### src/rtl/serv_ibus_fetch_pkg.sv
// Shared definitions for the instruction-fetch initiator: FSM encoding and
// the Wishbone word-address width.
package serv_ibus_fetch_pkg;

  localparam int ADR_W = 30;

  localparam logic [2:0] ST_IDLE    = 3'd0;
  localparam logic [2:0] ST_FETCH   = 3'd1;
  localparam logic [2:0] ST_DELIVER = 3'd2;
  localparam logic [2:0] ST_PF_BUS  = 3'd3;
  localparam logic [2:0] ST_PF_HELD = 3'd4;

  typedef enum logic [2:0] {
    IDLE    = ST_IDLE,
    FETCH   = ST_FETCH,
    DELIVER = ST_DELIVER,
    PF_BUS  = ST_PF_BUS,
    PF_HELD = ST_PF_HELD
  } state_t;

endpackage

### src/rtl/serv_ibus_pfbuf.sv
// One-entry prefetch buffer: holds one instruction word tagged with its word
// address. Clear wins over load when both are asserted in the same cycle.
module serv_ibus_pfbuf
  import serv_ibus_fetch_pkg::*;
(
  input  logic             clk,
  input  logic             i_rst,
  input  logic             i_load,
  input  logic             i_clear,
  input  logic [31:0]      i_data,
  input  logic [ADR_W-1:0] i_tag,
  input  logic [ADR_W-1:0] i_cmp_tag,
  output logic [31:0]      o_data,
  output logic             o_hit
);

  logic             valid_q;
  logic [ADR_W-1:0] tag_q;
  logic [31:0]      data_q;

  // Entry storage: load captures word and tag, clear invalidates.
  always_ff @(posedge clk or posedge i_rst) begin
    if (i_rst) begin
      valid_q <= 1'b0;
      tag_q   <= '0;
      data_q  <= '0;
    end else if (i_clear) begin
      valid_q <= 1'b0;
    end else if (i_load) begin
      valid_q <= 1'b1;
      tag_q   <= i_tag;
      data_q  <= i_data;
    end
  end

  assign o_data = data_q;
  assign o_hit  = valid_q && (tag_q == i_cmp_tag);

endmodule

### src/rtl/serv_ibus_fetch.sv
// Instruction-fetch initiator on a Wishbone classic read bus.
// Optional next-word prefetch is enabled by defining SERV_IBUS_PREFETCH_EN.
//
// Handshake: i_fetch_req is a one-cycle pulse accepted only while o_busy=0;
// the fetched word is presented on o_rdt while o_rdt_valid pulses for exactly
// one cycle, and there is no backpressure from the consumer. On the bus,
// o_ibus_cyc and o_ibus_adr stay stable until the cycle in which i_ibus_ack=1.
module serv_ibus_fetch
  import serv_ibus_fetch_pkg::*;
#(
  parameter logic [31:0] RESET_PC         = 32'h0000_0000,
  parameter bit          WITH_RESET_FETCH = 1'b1
) (
  input  logic             clk,
  input  logic             i_rst,
  input  logic             i_fetch_req,
  input  logic [31:0]      i_pc,
  input  logic             i_flush,
  output logic [ADR_W-1:0] o_ibus_adr,
  output logic             o_ibus_cyc,
  input  logic [31:0]      i_ibus_rdt,
  input  logic             i_ibus_ack,
  output logic [31:0]      o_rdt,
  output logic             o_rdt_valid,
  output logic             o_misalign,
  output logic             o_busy,
  output state_t           o_dbg_state
);

  state_t           state_q, state_d;
  logic             first_q;
  logic [ADR_W-1:0] adr_d;
  logic             cyc_d, valid_d, mis_d, busy_d;
  logic [31:0]      rdt_d;

  // The first cycle after reset release can act as a fetch of RESET_PC.
  logic        req;
  logic [31:0] req_pc;
  logic        req_ok;
  assign req    = i_fetch_req | first_q;
  assign req_pc = first_q ? RESET_PC : i_pc;
  assign req_ok = (req_pc[1:0] == 2'b00);

`ifdef SERV_IBUS_PREFETCH_EN
  // Pending-request bookkeeping while a prefetch read is on the bus.
  logic             pf_hit_q, pf_redir_q, pf_new_q;
  logic [ADR_W-1:0] pf_adr_q;
  logic             pf_hit_d, pf_redir_d, pf_new_d;
  logic [ADR_W-1:0] pf_adr_d;
  logic             eff_hit, eff_redir, eff_new;
  logic [ADR_W-1:0] eff_adr;
  logic             buf_load, buf_clear, buf_hit;
  logic [31:0]      buf_data;

  serv_ibus_pfbuf u_pfbuf (
    .clk       (clk),
    .i_rst     (i_rst),
    .i_load    (buf_load),
    .i_clear   (buf_clear),
    .i_data    (i_ibus_rdt),
    .i_tag     (o_ibus_adr),
    .i_cmp_tag (req_pc[31:2]),
    .o_data    (buf_data),
    .o_hit     (buf_hit)
  );
`else
  logic unused_flush;
  assign unused_flush = i_flush;
`endif

  // Next-state and next-output computation; every register holds by default.
  always_comb begin
    state_d = state_q;
    adr_d   = o_ibus_adr;
    cyc_d   = o_ibus_cyc;
    rdt_d   = o_rdt;
    valid_d = 1'b0;
    mis_d   = 1'b0;
    busy_d  = o_busy;
`ifdef SERV_IBUS_PREFETCH_EN
    pf_hit_d   = pf_hit_q;
    pf_redir_d = pf_redir_q;
    pf_new_d   = pf_new_q;
    pf_adr_d   = pf_adr_q;
    eff_hit    = pf_hit_q;
    eff_redir  = pf_redir_q;
    eff_new    = pf_new_q;
    eff_adr    = pf_adr_q;
    buf_load   = 1'b0;
    buf_clear  = 1'b0;
`endif
    case (state_q)
      IDLE: begin
        if (req) begin
          if (req_ok) begin
            adr_d   = req_pc[31:2];
            cyc_d   = 1'b1;
            busy_d  = 1'b1;
            state_d = FETCH;
          end else begin
            mis_d = 1'b1;
          end
        end
      end
      FETCH: begin
        if (i_ibus_ack) begin
          rdt_d   = i_ibus_rdt;
          cyc_d   = 1'b0;
          valid_d = 1'b1;
          state_d = DELIVER;
        end
      end
      DELIVER: begin
        busy_d = 1'b0;
`ifdef SERV_IBUS_PREFETCH_EN
        adr_d      = o_ibus_adr + ADR_W'(1);
        cyc_d      = 1'b1;
        pf_hit_d   = 1'b0;
        pf_redir_d = 1'b0;
        pf_new_d   = 1'b0;
        state_d    = PF_BUS;
`else
        state_d = IDLE;
`endif
      end
`ifdef SERV_IBUS_PREFETCH_EN
      PF_BUS: begin
        // A flush discards the in-flight word and any request waiting on it.
        if (i_flush) begin
          eff_redir = 1'b1;
          eff_hit   = 1'b0;
          eff_new   = 1'b0;
          busy_d    = 1'b0;
          buf_clear = 1'b1;
        end
        if (req && !(eff_hit || eff_new)) begin
          if (!req_ok) begin
            mis_d = 1'b1;
          end else if (!eff_redir && (req_pc[31:2] == o_ibus_adr)) begin
            eff_hit = 1'b1;
            busy_d  = 1'b1;
          end else begin
            eff_redir = 1'b1;
            eff_new   = 1'b1;
            eff_adr   = req_pc[31:2];
            busy_d    = 1'b1;
          end
        end
        if (i_ibus_ack) begin
          pf_hit_d   = 1'b0;
          pf_redir_d = 1'b0;
          pf_new_d   = 1'b0;
          if (eff_hit) begin
            rdt_d   = i_ibus_rdt;
            valid_d = 1'b1;
            cyc_d   = 1'b0;
            state_d = DELIVER;
          end else if (eff_redir) begin
            if (eff_new) begin
              adr_d   = eff_adr;
              state_d = FETCH;
            end else begin
              cyc_d   = 1'b0;
              state_d = IDLE;
            end
          end else begin
            buf_load = 1'b1;
            cyc_d    = 1'b0;
            state_d  = PF_HELD;
          end
        end else begin
          pf_hit_d   = eff_hit;
          pf_redir_d = eff_redir;
          pf_new_d   = eff_new;
          pf_adr_d   = eff_adr;
        end
      end
      PF_HELD: begin
        if (i_flush) begin
          buf_clear = 1'b1;
          state_d   = IDLE;
        end
        if (req) begin
          if (!req_ok) begin
            mis_d = 1'b1;
          end else if (!i_flush && buf_hit) begin
            rdt_d     = buf_data;
            valid_d   = 1'b1;
            busy_d    = 1'b1;
            buf_clear = 1'b1;
            state_d   = DELIVER;
          end else begin
            buf_clear = 1'b1;
            adr_d     = req_pc[31:2];
            cyc_d     = 1'b1;
            busy_d    = 1'b1;
            state_d   = FETCH;
          end
        end
      end
`endif
      default: state_d = IDLE;
    endcase
  end

  // State and registered outputs; reset drops the bus cycle immediately.
  always_ff @(posedge clk or posedge i_rst) begin
    if (i_rst) begin
      state_q     <= IDLE;
      first_q     <= WITH_RESET_FETCH;
      o_ibus_adr  <= '0;
      o_ibus_cyc  <= 1'b0;
      o_rdt       <= '0;
      o_rdt_valid <= 1'b0;
      o_misalign  <= 1'b0;
      o_busy      <= 1'b0;
    end else begin
      state_q     <= state_d;
      first_q     <= 1'b0;
      o_ibus_adr  <= adr_d;
      o_ibus_cyc  <= cyc_d;
      o_rdt       <= rdt_d;
      o_rdt_valid <= valid_d;
      o_misalign  <= mis_d;
      o_busy      <= busy_d;
    end
  end

`ifdef SERV_IBUS_PREFETCH_EN
  // Prefetch bookkeeping registers.
  always_ff @(posedge clk or posedge i_rst) begin
    if (i_rst) begin
      pf_hit_q   <= 1'b0;
      pf_redir_q <= 1'b0;
      pf_new_q   <= 1'b0;
      pf_adr_q   <= '0;
    end else begin
      pf_hit_q   <= pf_hit_d;
      pf_redir_q <= pf_redir_d;
      pf_new_q   <= pf_new_d;
      pf_adr_q   <= pf_adr_d;
    end
  end
`endif

  assign o_dbg_state = state_q;

endmodule

### config.mk
export PLATFORM = sky130hd
export DESIGN_NAME = serv_ibus_fetch
export DESIGN_NICKNAME = d
export VERILOG_FILES = /design/src/rtl/serv_ibus_fetch_pkg.sv /design/src/rtl/serv_ibus_pfbuf.sv /design/src/rtl/serv_ibus_fetch.sv
export SDC_FILE = /design/constraint.sdc
export NUM_CORES = 1
export LEC_CHECK = 0
export CORE_ASPECT_RATIO = 0.9
export CORE_UTILIZATION = 39
export CTS_CLUSTER_DIAMETER = 40
export CTS_CLUSTER_SIZE = 24
export DETAILED_ROUTE_END_ITERATION = 8
export PLACE_DENSITY = 0.8
export SYNTH_ARGS = -nofsm -noshare
export SYNTH_HDL_FRONTEND = slang
export SYNTH_SLANG_ARGS = --single-unit
export TNS_END_PERCENT = 5
### constraint.sdc
create_clock -name clk -period 2.92 [get_ports clk]
set_input_delay 0.438 -clock clk [delete_from_list [all_inputs] [get_ports clk]]
set_output_delay 0.438 -clock clk [all_outputs]
set_load 0.02 [all_outputs]
==> results.py, run 1 <==
metrics = {
    "final_layout": {
        "areaGrowthSynthToFinish_pct": 49.9,
        "share_of_cells_above_drive_strength_1_pct": 14.7,
        "multi_input_comb_area_mm2": 0.00120,
        "layout_common_cells": "135 x sky130_fd_sc_hd__clkdlybuf4s50_1, 68 x sky130_fd_sc_hd__dfrtp_1, 31 x sky130_fd_sc_hd__inv_1, 30 x sky130_fd_sc_hd__nand2_1",
        "final_cells": 485,
        "register_area_mm2": 0.00173,
        "n_antenna_cell": 0,
        "num-nets-final": 453,
        "final_cell_area_mm2": 0.00476,
        "final.fill_count": 646,
        "final_common_cell": "sky130_fd_sc_hd__clkdlybuf4s50_1",
    },
    "global_routing": {
        "via_count_of_the_first_global_routing_pass": 2434,
        "grt_max_degree": 60,
        "global_route.overflow_total": 0,
        "antenna_found_initial": 0,
        "grt_first_pass_wirelength_mm": 12.0,
        "grt_use_total_pct": 17.7,
    },
    "timing": {
        "tns_ns": 0,
        "number_of_setup_violations_in_the_final_report": 0,
        "hold_viol": 0,
        "pins_over_their_slew_limit": 0,
        "fin_worst_skew_ns": 0.0103,
        "max-slew-margin-rel_pct": 45.6,
        "fin_crit_sh_pct": 67.0,
        "peak_clock_frequency_supported_by_timing_ghz": 0.511,
        "worst_pin_slew_ns": 0.816,
        "grt_setup_unrepaired": "no",
        "period_needed_ns": 1.96,
        "finalHoldWorstSlack_ns": 0.475,
    },
    "logic_synthesis": {
        "post_synth_inst_count": 254,
        "post_synth_main_area_contributors": "sky130_fd_sc_hd__dfrtp_1 54%, sky130_fd_sc_hd__mux2_4 13%, sky130_fd_sc_hd__nand4b_1 7.4%",
        "synthDominantCellAreaShare_pct": 53.6,
        "number_of_warnings_printed_during_yosys_synthesis": 0,
        "synthDominantAreaCellType": "sky130_fd_sc_hd__dfrtp_1",
        "synth-seq-area-share_pct": 54.4,
        "synth_seq_cells": 69,
        "synth_cell_type_count": 24,
        "average_cell_area_after_synthesis_um2": 12.5,
        "synth.cell_area_mm2": 0.00318,
    },
    "critical_path": {
        "worstSetupStartpointType": "flip-flop",
        "timing.critical_path.slowest_cell_delay_ns": 0.68,
        "timing_worst_setup_path_type": "flip-flop to primary output",
        "worstPathBufferInverterCount": 1,
        "worstPathMaxFanout": 7,
        "cell_at_the_slowest_stage_of_the_critical_path": "sky130_fd_sc_hd__clkdlybuf4s50_1",
        "crit_required_ns": 2.48,
        "critical_path.endpoint_type": "primary output",
        "arrival_ns": 1.52,
        "critical_path.top_delay_family": "buffers and inverters",
        "crit_chain": "clkdlybuf4s50_1",
    },
    "clock_tree": {
        "cts_buf_count": 9,
        "clock_tree_from_tritoncts": "done",
        "clock_tree.buffer_depth": 2,
        "tritoncts_num_sinks": 69,
        "post_cts_resize_count": 0,
        "cts_hold_buf": 0,
        "cts_htree_levels": 3,
        "cts.reportedPaths.clkPinSlew_ns": 0.08,
        "clock_insertion_delay_worst_skew_ns": 0.33,
        "postCtsSetupRepairBufs": 0,
        "cts.root.buffer_cell": "sky130_fd_sc_hd__clkbuf_8",
    },
    "die": {
        "initial_core_util_pct": 41.3,
        "core-area_mm2": 0.00769,
        "boundaryPins": 138,
        "die_y_um": 87.6,
        "die_x_um": 97.1,
        "floorplan.die_area_mm2": 0.00851,
        "num_rows": 30,
    },
    "drt": {
        "firstDrtPassIters": 4,
        "antenna_violating_nets_post_route": 0,
        "drt_drc_violations_left": 0,
        "route.detailed.wl_per_inst_um": 15.6,
        "drt_wl_total_mm": 7.58,
        "route.detailed.vias_per_inst": 5.09,
        "drt-initial-drc-count": 57,
        "dr_total_vias": 2470,
    },
    "pwr": {
        "total_switching_power_mw": 1.81,
        "leak_nw": 2.02,
        "pwr-share-seq_pct": 34.7,
        "p_comb_share_pct": 49.8,
        "pwr_density_cell_mw_per_mm2": 1020,
        "clockPowerShare_pct": 15.5,
        "power.ir.vdd_worst_mv": 0.526,
        "post-layout-total-power_mw": 4.87,
        "p_int_mw": 3.06,
        "power.share.switching_pct": 37.1,
    },
    "place": {
        "place.gp.congestion": 0.678,
        "dp.cells": 469,
        "detailed_place.area_mm2": 0.00457,
        "count_of_port_buffers_added_during_placement": 135,
        "place_hpwl_mm": 5.22,
    },
    "hold_path": {
        "worstHoldPathType": "input port to asynchronous set/reset pin",
    },
    "job": {
        "max_cap_viol_count": 0,
    },
    "outcome": {
        "run_status": "completed",
    },
}
## power groups by stage
stage	logic [mW]	registers, mW	clock network (mW)
floorplan	0.825	2.19	0
global placement	2.40	1.68	0
CTS	2.46	1.69	0.778
global route	2.57	1.75	0.823
detailed placement	2.45	1.69	0
finish	2.43	1.69	0.754
## cell families after synthesis
| kind of cell | count (synthesis) | synth area share, % |
|---|---|---|
| flops | 69 | 54.4 |
| simple gates | 65 | 13.6 |
| compound gates | 34 | 9.06 |
| other cells | 1 | 0.118 |
| mux | 32 | 14.5 |
| buf+inv | 53 | 8.27 |
## sequential cells by signal, summed over array words and instances (netlist names)
register	cells
o_rdt_valid	1
first_q	1
o_ibus_cyc	1
o_misalign	1
o_busy	1
o_rdt	32
o_ibus_adr	30
o_dbg_state	2
## worst paths after layout
path	startpoint	end	slack [ns]	cells past startpoint
worst max register to register	first_q	o_ibus_adr[21]	1.21	2
worst min register to register	o_rdt[20]	o_rdt[20]	0.51	1
worst min-delay path	i_rst	o_rdt[3]	0.47	2
max in group asynchronous	i_rst	first_q	1.76	3
min in group clk	o_rdt[20]	o_rdt[20]	0.51	1
worst max-delay path	o_dbg_state[0]	o_dbg_state[0]	0.96	1
## synthesized netlist by cell type
library cell,n
sky130_fd_sc_hd__buf_4,6
sky130_fd_sc_hd__nor3b_1,1
sky130_fd_sc_hd__o21ai_1,2
sky130_fd_sc_hd__inv_1,32
sky130_fd_sc_hd__a22oi_1,1
sky130_fd_sc_hd__buf_6,5
sky130_fd_sc_hd__dfrtp_1,68
sky130_fd_sc_hd__nor2_2,1
sky130_fd_sc_hd__nand4b_1,27
sky130_fd_sc_hd__nand3b_4,1
sky130_fd_sc_hd__o31ai_1,1
sky130_fd_sc_hd__dfstp_2,1
sky130_fd_sc_hd__mux2_4,27
sky130_fd_sc_hd__conb_1,1
sky130_fd_sc_hd__o311ai_0,27
sky130_fd_sc_hd__a22o_1,3
sky130_fd_sc_hd__nor2_1,2
sky130_fd_sc_hd__nor3b_2,1
sky130_fd_sc_hd__nand2_1,30
sky130_fd_sc_hd__clkbuf_1,7
sky130_fd_sc_hd__mux2_2,5
sky130_fd_sc_hd__buf_2,3
sky130_fd_sc_hd__or2_1,1
sky130_fd_sc_hd__nor4b_4,1
## layer usage
layer | global-route usage (%) | part of all wire [%]
met5 | 0 | 0
met4 | 5.56 | 1.2
met3 | 5.83 | 6.8
met2 | 28.0 | 48
met1 | 23.1 | 44
## area by class of cell
type                       count  share of cell area (%)
clock buffer                  10                    2.68
tap                           96                    2.52
timing repair buffer         139                    29.5
clock inverter                 6                    1.34
multi-input combinational    133                    25.1
inverter                      32                    2.52
sequential                    69                    36.3
## per-stage QoR
step / setup slack (ns) / util, %
after floorplan: 0.744 / -
after global placement: 0.802 / 59.4
after detailed placement: 0.755 / 59.4
after CTS: 0.944 / 61.9
after global routing: 0.900 / 61.9
final: 0.962 / 61.9
## worst reg2reg max path: stages (launching register included)
cell and delay, ns:
sky130_fd_sc_hd__dfstp_2 1.07, sky130_fd_sc_hd__o21ai_1 0.30, sky130_fd_sc_hd__a22o_1 0.24
Power figures use the tool's default switching activity.
==> run 2: changes to the inputs <==
clock period = 1.89 ns   (was 2.92 ns; I/O delays follow)
==> run 2 against run 1 <==
Effect of this change:
- critical path depth stayed put
- cell count grew 1.4%
- worst setup slack lost 0.87 ns
- design area is 1.4% higher
- hold slack lost 0.17 ns
- non-clock buffer count up 7
- via count grew 0.36%
- count of clock-buffer cells in the layout rose by 2
- combinational power up 57%
- first-iteration DRC count down 16%
- power increased by 54%
- largest power group unchanged
==> results.py, run 2 (synthesis results as in run 1) <==
metrics = {
    "die": {
        "initial_core_util_pct": 41.3,
        "boundaryPins": 138,
        "core-area_mm2": 0.00769,
        "num_rows": 30,
        "floorplan.die_area_mm2": 0.00851,
        "die_x_um": 97.1,
        "die_y_um": 87.6,
    },
    "final_layout": {
        "largest_register_ff_count": 32,
        "max_flop_register": "o_rdt",
        "layout_common_cells": "135 x sky130_fd_sc_hd__clkdlybuf4s50_1, 68 x sky130_fd_sc_hd__dfrtp_1, 31 x sky130_fd_sc_hd__inv_1, 30 x sky130_fd_sc_hd__nand2_1",
        "final_common_cell": "sky130_fd_sc_hd__clkdlybuf4s50_1",
        "n_antenna_cell": 0,
        "final_util_pct": 62.8,
        "num-nets-final": 460,
        "register_area_mm2": 0.00173,
        "share_of_cells_above_drive_strength_1_pct": 16.2,
        "multi_input_comb_area_mm2": 0.00120,
        "final.fill_count": 624,
        "areaGrowthSynthToFinish_pct": 52.0,
    },
    "clock_tree": {
        "post_cts_resize_count": 0,
        "clock_insertion_delay_worst_skew_ns": 0.33,
        "cts_htree_levels": 3,
        "clock_tree_from_tritoncts": "done",
        "cts_buf_count": 9,
        "postCtsSetupRepairBufs": 0,
        "cts.reportedPaths.clkPinSlew_ns": 0.07,
        "clock_tree.buffer_depth": 2,
        "cts_hold_buf": 0,
        "tritoncts_num_sinks": 69,
        "cts.root.buffer_cell": "sky130_fd_sc_hd__clkbuf_8",
    },
    "critical_path": {
        "critical_path.endpoint_type": "primary output",
        "worstSetupStartpointType": "flip-flop",
        "worstPathBufferInverterCount": 1,
        "crit_required_ns": 1.61,
        "critical_path.top_delay_family": "buffers and inverters",
        "timing_worst_setup_path_type": "flip-flop to primary output",
        "timing.critical_path.slowest_cell_delay_ns": 0.68,
        "cell_at_the_slowest_stage_of_the_critical_path": "sky130_fd_sc_hd__clkdlybuf4s50_1",
        "arrival_ns": 1.51,
        "crit_chain": "clkdlybuf4s50_1",
        "worstPathMaxFanout": 7,
    },
    "drt": {
        "route.detailed.wl_per_inst_um": 15.7,
        "dr_total_vias": 2479,
        "drt_drc_violations_left": 0,
        "drt_wl_total_mm": 7.73,
        "firstDrtPassIters": 4,
        "antenna_violating_nets_post_route": 0,
        "drt-initial-drc-count": 48,
        "route.detailed.vias_per_inst": 5.04,
    },
    "global_routing": {
        "via_count_of_the_first_global_routing_pass": 2528,
        "antenna_found_initial": 0,
        "grt_first_pass_wirelength_mm": 12.4,
        "grt_max_degree": 40,
        "global_route.overflow_total": 0,
        "grt_use_total_pct": 18.3,
    },
    "timing": {
        "period_needed_ns": 1.79,
        "number_of_setup_violations_in_the_final_report": 0,
        "peak_clock_frequency_supported_by_timing_ghz": 0.557,
        "pins_over_their_slew_limit": 0,
        "grt_setup_unrepaired": "no",
        "fin_crit_sh_pct": 94.9,
        "fin_worst_skew_ns": 0.00537,
        "hold_viol": 0,
        "tns_ns": 0,
    },
    "pwr": {
        "leak_nw": 2.06,
        "power.ir.vdd_worst_mv": 0.726,
        "pwr_density_cell_mw_per_mm2": 1550,
    },
    "place": {
        "place.gp.congestion": 0.738,
        "count_of_port_buffers_added_during_placement": 135,
        "place_hpwl_mm": 5.49,
    },
    "outcome": {
        "run_status": "completed",
    },
    "job": {
        "max_cap_viol_count": 0,
    },
    "hold_path": {
        "worstHoldPathType": "input port to asynchronous set/reset pin",
    },
}
==> run 2: changes by cell type in the layout (fill, tap and decap cells not counted), sizes merged <==
cell / previous run / this run
inv: 32 / 31
clkbuf: 10 / 12
bufinv: 1 / 0
buf: 4 / 11
==> run 2: final timing paths <==
check	from	end	slack [ns]	cells past startpoint
max	o_dbg_state[0]	o_dbg_state[0]	0.1	1
min	i_rst	o_ibus_adr[5]	0.30	2
max reg2reg	o_dbg_state[0]	o_ibus_adr[22]	0.32	3
min reg2reg	o_ibus_cyc	o_ibus_cyc	0.49	2
max in group asynchronous	i_rst	o_rdt[2]	1.12	3
min in group clk	o_ibus_cyc	o_ibus_cyc	0.49	2
==> run 2: worst register-to-register path: cells and delay by family (launching register included) <==
family             cells  cell delay [ns]
and+or+nand+nor        2             0.82
DFF                    1             0.48
AOI/OAI and AO/OA      1             0.21
==> run 2: stage by stage <==
| step | instance area, um^2 | total power [mW] | hold slack (ns) | worst slack (ns) | cells |
|---|---|---|---|---|---|
| after detailed placement | 4650 | 6.46 | 0.481 | 0.0374 | 476 |
| final | 4830 | 7.48 | 0.300 | 0.0956 | 492 |
| after global routing | 4830 | 7.89 | 0.303 | 0.0113 | 492 |
| after global placement | 4650 | 6.33 | 0.482 | 0.148 | 476 |
| after CTS | 4830 | 7.56 | 0.301 | 0.0746 | 492 |
| after floorplan | 3180 | 4.66 | 0.424 | 0.514 | 255 |
==> run 2: report_power, final <==
part	total, mW	switching, mW	internal, mW
combinational	3.81	1.80	2.01
clock	1.07	0.527	0.542
sequential	2.60	0.459	2.14
total	7.48	2.78	4.70
==> run 2: per-layer routing <==
layer | track usage (%) | up-vias | share of wire (%)
li1 | - | 1176 | -
met1 | 24.5 | 1222 | 45
met2 | 29.3 | 77 | 49
met3 | 5.03 | 4 | 5.5
met4 | 6.11 | 0 | 0.44
met5 | 0 | - | 0
==> run 2: cell type report <==
type,instances,area share (%)
clock inverter,4,0.466
sequential,69,35.8
clock buffer,12,3.21
multi-input combinational,133,24.8
tap,96,2.49
timing repair buffer,146,30.7
inverter,32,2.56
